==> src/rtl/uart_avalon_slave.sv <==
// UART with an Avalon-MM slave register interface: RX data, TX data and STATUS registers,
// 8N1 framing, independent RX/TX baud counters.
module uart_avalon_slave #(
  parameter int unsigned CLKS_PER_BIT = 434
) (
  input  logic        avm_clk,
  input  logic        avm_rst_n,
  input  logic [4:0]  avs_address,
  input  logic        avs_read,
  output logic [31:0] avs_readdata,
  input  logic        avs_write,
  input  logic [31:0] avs_writedata,
  output logic        avs_waitrequest,
  input  logic        uart_rxd,
  output logic        uart_txd
);

  localparam int unsigned CNT_W = 16;
  localparam logic [CNT_W-1:0] BIT_LAST  = CNT_W'(CLKS_PER_BIT - 1);
  localparam logic [CNT_W-1:0] HALF_LAST = CNT_W'(CLKS_PER_BIT / 2 - 1);
  localparam logic [4:0] ADDR_RX     = 5'd0;
  localparam logic [4:0] ADDR_TX     = 5'd4;
  localparam logic [4:0] ADDR_STATUS = 5'd8;

  typedef enum logic [1:0] {RX_IDLE, RX_START, RX_DATA, RX_STOP} rx_state_t;
  typedef enum logic [1:0] {TX_IDLE, TX_START, TX_DATA, TX_STOP} tx_state_t;

  // Register file state
  logic       rx_ok, tx_ok, roe, fe;
  logic [7:0] rx_data;
  logic [7:0] tx_hold;

  // Bus handshake
  logic pending;
  logic req;
  logic access;
  logic rd_rx;
  logic wr_tx;
  logic [31:0] status;

  // RX path
  logic       rx_meta, rx_sync, rx_prev;
  logic       rx_fall;
  rx_state_t  rx_state, rx_state_nxt;
  logic [CNT_W-1:0] rx_cnt, rx_cnt_nxt;
  logic [2:0] rx_bit, rx_bit_nxt;
  logic [7:0] rx_shift, rx_shift_nxt;
  logic       rx_done, rx_ferr;

  // TX path
  tx_state_t  tx_state, tx_state_nxt;
  logic [CNT_W-1:0] tx_cnt, tx_cnt_nxt;
  logic [2:0] tx_bit, tx_bit_nxt;
  logic [7:0] tx_shift, tx_shift_nxt;
  logic       txd_nxt;
  logic       tx_load;

  logic unused_wdata;
  assign unused_wdata = ^avs_writedata[31:8];

  // Every access stalls exactly one cycle and completes in the second
  assign req    = avs_read | avs_write;
  assign access = pending & req;
  assign rd_rx  = access & avs_read  & (avs_address == ADDR_RX);
  assign wr_tx  = access & avs_write & (avs_address == ADDR_TX);
  assign avs_waitrequest = avm_rst_n & req & ~pending;

  always_ff @(posedge avm_clk or negedge avm_rst_n) begin
    if (!avm_rst_n) begin
      pending <= 1'b0;
    end else begin
      pending <= req & ~pending;
    end
  end

  assign status = {24'b0, rx_ok, tx_ok, 2'b00, roe, fe, 2'b00};

  always_comb begin
    avs_readdata = '0;
    if (access && avs_read) begin
      case (avs_address)
        ADDR_RX:     avs_readdata = {24'b0, rx_data};
        ADDR_STATUS: avs_readdata = status;
        default:     avs_readdata = '0;
      endcase
    end
  end

  // Two-flop synchronizer plus edge history for start-bit detection
  always_ff @(posedge avm_clk or negedge avm_rst_n) begin
    if (!avm_rst_n) begin
      rx_meta <= 1'b1;
      rx_sync <= 1'b1;
      rx_prev <= 1'b1;
    end else begin
      rx_meta <= uart_rxd;
      rx_sync <= rx_meta;
      rx_prev <= rx_sync;
    end
  end

  assign rx_fall = rx_prev & ~rx_sync;

  always_ff @(posedge avm_clk or negedge avm_rst_n) begin
    if (!avm_rst_n) begin
      rx_state <= RX_IDLE;
      rx_cnt   <= '0;
      rx_bit   <= '0;
      rx_shift <= '0;
    end else begin
      rx_state <= rx_state_nxt;
      rx_cnt   <= rx_cnt_nxt;
      rx_bit   <= rx_bit_nxt;
      rx_shift <= rx_shift_nxt;
    end
  end

  always_comb begin
    rx_state_nxt = rx_state;
    rx_cnt_nxt   = rx_cnt + CNT_W'(1);
    rx_bit_nxt   = rx_bit;
    rx_shift_nxt = rx_shift;
    rx_done      = 1'b0;
    rx_ferr      = 1'b0;
    case (rx_state)
      RX_IDLE: begin
        rx_cnt_nxt = '0;
        rx_bit_nxt = '0;
        if (rx_fall) rx_state_nxt = RX_START;
      end
      RX_START: begin
        // Mid-start-bit check rejects glitches shorter than half a bit
        if (rx_cnt == HALF_LAST) begin
          rx_cnt_nxt   = '0;
          rx_state_nxt = rx_sync ? RX_IDLE : RX_DATA;
        end
      end
      RX_DATA: begin
        if (rx_cnt == BIT_LAST) begin
          rx_cnt_nxt   = '0;
          rx_shift_nxt = {rx_sync, rx_shift[7:1]};
          rx_bit_nxt   = rx_bit + 3'd1;
          if (rx_bit == 3'd7) rx_state_nxt = RX_STOP;
        end
      end
      RX_STOP: begin
        if (rx_cnt == BIT_LAST) begin
          rx_cnt_nxt   = '0;
          rx_done      = rx_sync;
          rx_ferr      = ~rx_sync;
          rx_state_nxt = RX_IDLE;
        end
      end
      default: begin
        rx_cnt_nxt   = '0;
        rx_state_nxt = RX_IDLE;
      end
    endcase
  end

  // Flags and data registers; a new byte wins over a same-cycle RX read
  always_ff @(posedge avm_clk or negedge avm_rst_n) begin
    if (!avm_rst_n) begin
      rx_ok   <= 1'b0;
      tx_ok   <= 1'b1;
      roe     <= 1'b0;
      fe      <= 1'b0;
      rx_data <= '0;
      tx_hold <= '0;
    end else begin
      if (rd_rx) begin
        rx_ok <= 1'b0;
        roe   <= 1'b0;
        fe    <= 1'b0;
      end
      if (rx_done) begin
        if (!rx_ok || rd_rx) begin
          rx_data <= rx_shift;
          rx_ok   <= 1'b1;
        end else begin
          roe <= 1'b1;
        end
      end
      if (rx_ferr) fe <= 1'b1;
      if (tx_load) tx_ok <= 1'b1;
      if (wr_tx && tx_ok) begin
        tx_hold <= avs_writedata[7:0];
        tx_ok   <= 1'b0;
      end
    end
  end

  always_ff @(posedge avm_clk or negedge avm_rst_n) begin
    if (!avm_rst_n) begin
      tx_state <= TX_IDLE;
      tx_cnt   <= '0;
      tx_bit   <= '0;
      tx_shift <= '0;
      uart_txd <= 1'b1;
    end else begin
      tx_state <= tx_state_nxt;
      tx_cnt   <= tx_cnt_nxt;
      tx_bit   <= tx_bit_nxt;
      tx_shift <= tx_shift_nxt;
      uart_txd <= txd_nxt;
    end
  end

  always_comb begin
    tx_state_nxt = tx_state;
    tx_cnt_nxt   = tx_cnt + CNT_W'(1);
    tx_bit_nxt   = tx_bit;
    tx_shift_nxt = tx_shift;
    tx_load      = 1'b0;
    case (tx_state)
      TX_IDLE: begin
        tx_cnt_nxt = '0;
        tx_bit_nxt = '0;
        if (!tx_ok) begin
          tx_load      = 1'b1;
          tx_shift_nxt = tx_hold;
          tx_state_nxt = TX_START;
        end
      end
      TX_START: begin
        if (tx_cnt == BIT_LAST) begin
          tx_cnt_nxt   = '0;
          tx_bit_nxt   = '0;
          tx_state_nxt = TX_DATA;
        end
      end
      TX_DATA: begin
        if (tx_cnt == BIT_LAST) begin
          tx_cnt_nxt   = '0;
          tx_shift_nxt = {1'b0, tx_shift[7:1]};
          tx_bit_nxt   = tx_bit + 3'd1;
          if (tx_bit == 3'd7) tx_state_nxt = TX_STOP;
        end
      end
      TX_STOP: begin
        // A waiting byte chains straight into the next start bit
        if (tx_cnt == BIT_LAST) begin
          tx_cnt_nxt = '0;
          if (!tx_ok) begin
            tx_load      = 1'b1;
            tx_shift_nxt = tx_hold;
            tx_state_nxt = TX_START;
          end else begin
            tx_state_nxt = TX_IDLE;
          end
        end
      end
      default: begin
        tx_cnt_nxt   = '0;
        tx_state_nxt = TX_IDLE;
      end
    endcase
  end

  always_comb begin
    case (tx_state_nxt)
      TX_START: txd_nxt = 1'b0;
      TX_DATA:  txd_nxt = tx_shift_nxt[0];
      default:  txd_nxt = 1'b1;
    endcase
  end

endmodule

==> config.mk <==
export PLATFORM = sky130hd
export DESIGN_NAME = uart_avalon_slave
export DESIGN_NICKNAME = d
export VERILOG_FILES = /design/src/rtl/uart_avalon_slave.sv
export SDC_FILE = /design/constraint.sdc
export NUM_CORES = 1
export LEC_CHECK = 0
export ABC_AREA = 1
export BUFFER_PORTS_ARGS = -buffer_cell sky130_fd_sc_hd__buf_2
export CAP_MARGIN = 15
export CORE_MARGIN = 2
export CORE_UTILIZATION = 59
export CTS_BUF_LIST = sky130_fd_sc_hd__clkbuf_2 sky130_fd_sc_hd__clkbuf_4 sky130_fd_sc_hd__clkbuf_8
export DETAILED_ROUTE_END_ITERATION = 7
export PLACE_DENSITY = 0.81
export SETUP_SLACK_MARGIN = 0.02
export SLEW_MARGIN = 10
export SYNTH_ARGS = -nofsm -noshare
export SYNTH_HDL_FRONTEND = slang
export SYNTH_SLANG_ARGS = --single-unit
==> constraint.sdc <==
create_clock -name avm_clk -period 1.82 [get_ports avm_clk]
set_input_delay 0.091 -clock avm_clk [delete_from_list [all_inputs] [get_ports avm_clk]]
set_output_delay 0.091 -clock avm_clk [all_outputs]
set_load 0.01 [all_outputs]
==> summary.md <==
| Metric | Value |
|---|---|
| Largest net degree at the start of global routing | `64` |
| Mean Syn Cell Area | `7.87 sq um` |
| Remaining antenna violation count | `0` |
| Ys async rst share | `100%` |
| Share of layout cells above drive strength 1 | `between 10% and 20%` |
| Drt first pass iters | `5` |
| Max IR drop VDD | `0.711 mV` |
| Cell Area, Synth | `between 0.004 and 0.005 sq mm` |
| Dominant cell type by area after synthesis | `dfrtp_1` |
| Clock Pin Slew Worst Setup and Hold Paths | `90 ps` |
| Slowest stage delay, CP | `a little over 400 ps` |
| Worst r2r src | `tx_cnt[1]` |
| Multi-input gate area | `0.00227 sq mm` |
| Final wirelength | `9.76 mm` |
| Sequential area share after synthesis | `44.7%` |
| Vias in the first global route | `3832` |
| DP HPWL | `6.40 mm` |
| Leakage | `2.68 nW` |
| N_diodes | `0` |
| Clock skew | `7.02 ps` |
| TritonCTS Buffers | `9` |
| Hold_ws | `156 ps` |
| First-pass GRT wire length | `between 15 and 20 mm` |
| Initial core utilization | `60.6%` |
| Status | `finished clean` |
| Register area | `0.00208 sq mm` |
| PnR worst setup slack | `80.9 ps` |
| Yosys cell types | `39` |
| Cell count after synthesis | `592` |
| Average wire per standard cell | `approximately 13 um` |
| CTS tree | `built` |
| RD Place Congestion | `around 0.89` |
| Setup crit end kind | `flip-flop` |
| Die width | `92.9 um` |
| Post-placement cell count | `approximately 720` |
| Chip height | `approximately 93 um` |
| Req. time, crit path | `2110 ps` |
| Final #Nets | `between 700 and 800` |
| Yosys top cell area share | `41.9%` |
| Cell family with most CP delay | `simple AND/OR/NAND/NOR gates` |
| Count of final setup violators | `0` |
| Vias/cell | `~5.1` |
| Filler cell count | `569` |
| Core area | `0.00769 sq mm` |
| Total global-route track usage | `23.3%` |
| Worst endpoint data arrival time | `2030 ps` |
| Placement Setup Slack | `between 100 and 150 ps` |
| Detailed-route via count | `3893` |
| Most numerous cell in the Yosys netlist | `nand2_1` |
| Site Rows | `32` |
| Final period utilization | `between 90% and 100%` |
| IO buf count | `27` |
| Clk sink count | `83` |
| Placed cell areas | `between 0.004 and 0.005 sq mm` |
| Crit path cell chain | `inv_2 -> ha_4 -> nand2_2 -> inv_2 -> nand2_2 -> nor2_4 -> nand2_4 -> o21a_4 -> nor2_4 -> nand2_1 -> o21ai_2` |
| Die Area | `0.00862 sq mm` |
| Worst setup path startpoint | `tx_cnt[1]` |
| Htree depth | `3` |
| HP Class | `in -> async` |
| Crit path buf inv count | `2` |
| Area Overhead vs Synth | `15.1%` |
| Fin crit period | `between 1500 and 2000 ps` |
| Final Hold Vio Count | `0` |
| RSZ-0062 raised after global routing | `yes` |
| GRT overflow | `0` |
| Residual DRC | `0` |
| Top post-synthesis cells by area | `dfrtp_1 42%, nand2_1 14%, nor2_1 5.6%` |
| Max-Cap Viols | `0` |
| Crit path kind | `reg -> reg` |
| Setup TNS | `0 ps` |
| Ys flop type | `dfrtp_1` |
| Achievable Freq | `0.575 GHz` |
| Setup crit start kind | `flip-flop` |
| Fin cells | `757` |
| Worst-Skew Late Latency | `360 ps` |
| DR iter-0 viols | `a little over 200` |
| Max clock buf depth | `2` |
| Flops & latches, synth | `83` |
| Clk root buf | `clkbuf_8` |
| Slew Limit Fails | `0` |
| CP max-delay cell | `dfrtp_1` |
| Syn. warnings | `0` |
| I/O pin count | `76` |
| Post-synth EDFFs | `0` |
| Most frequent cells after synthesis | `171 x nand2_1, 78 x dfrtp_1, 69 x nor2_1` |
| Initial antenna violation count | `0` |
| PD cells | `between 900 and 1000 mW/mm^2` |
| Post-route cell area | `0.00536 sq mm` |
| CP Max Fanout | `6` |
-- metal layers --
metal / track usage, % / routed length [um] / vias to the layer above
li1: - / - / 1940
met1: 28.0 / 3990 / 1819
met2: 41.5 / 5130 / 106
met3: 5.13 / 413 / 28
met4: 7.23 / 227 / 0
met5: 0 / 0 / -
-- logic make-up (layout without fill, tap and decap cells) --
logic type / count (synthesis) / after routing / share of synthesized area (%)
AND/OR/NAND/NOR: 324 / 325 / 31.4
buffers and inverters: 101 / 140 / 10.5
flip-flops: 83 / 83 / 44.7
AO/OA/AOI/OAI: 59 / 59 / 7.63
adder cells (fa/ha/maj): 14 / 14 / 3.76
XOR/XNOR: 10 / 10 / 1.88
other: 1 / 24 / 0.0805
-- where the power goes --
part / total [mW] / switching, mW / internal, mW
combinational: 1.29 / 0.822 / 0.469
sequential: 2.25 / 0.195 / 2.05
clock: 1.53 / 0.648 / 0.884
-- cells in the final DEF, fill, tap and decap left out, drive strengths merged, types with 12 or more instances in the layout --
| cell type | Yosys | routed |
|---|---|---|
| ha | 14 | 14 |
| nand2 | 181 | 182 |
| nor3 | 16 | 16 |
| buf | 28 | 41 |
| dlygate4sd3 | 0 | 12 |
| nor2 | 83 | 83 |
| o21ai | 31 | 31 |
| clkbuf | 2 | 13 |
| conb | 1 | 24 |
| nand3 | 24 | 24 |
| inv | 68 | 70 |
| dfrtp | 78 | 78 |
-- worst reg2reg max path, stage by stage, from the launching register on --
cell and delay (ps):
dfrtp_1 410, inv_2 80, ha_4 140, nand2_2 50, inv_2 50, nand2_2 60, nor2_4 220, nand2_4 100
o21a_4 230, nor2_4 180, nand2_1 100, o21ai_2 70
-- through the flow --
step / util (%) / total power [mW]
final: 69.8 / 5.07
after global routing: 69.8 / 5.38
after CTS: 67.8 / 4.99
after floorplan: - / 3.13
after global placement: 63.2 / 3.38
after detailed placement: 63.2 / 3.43
-- area by class of cell --
type	instances	share of cell area [%]
sequential	83	38.9
clock inverter	3	1.28
multi-input combinational	432	42.3
clock buffer	13	3.10
tap	102	2.38
timing repair buffer	53	7.00
inverter	71	5.11
-- state kept, by name, summed over array words and instances, names as in the netlist, 2 cells and up, named ones only --
| register | flops |
|---|---|
| rx_bit | 3 |
| rx_cnt | 16 |
| rx_data | 8 |
| rx_shift | 8 |
| tx_bit | 3 |
| tx_cnt | 16 |
| tx_hold | 8 |
| tx_shift | 8 |
| tx_state | 2 |
-- timing repair --
action | 4_1_cts | 5_1_grt
endpoints found under the setup margin | 0 | 34
gates resized for setup | 0 | 30
hold endpoints to repair | 30 | 0
hold buffers | 12 | 0
setup buffers | 0 | 6
-- worst paths after layout --
check | depth (start not counted) | end | slack [ps]
worst min register to register | 0 | rx_sync | 360
worst max-delay path | 11 | tx_shift[1] | 80
max in group asynchronous | 3 | rx_sync | 990
worst max register to register | 11 | tx_shift[1] | 80
min in group avm_clk | 5 | roe | 190
worst min-delay path | 2 | tx_state[0] | 160
Power figures use the tool's default switching activity.
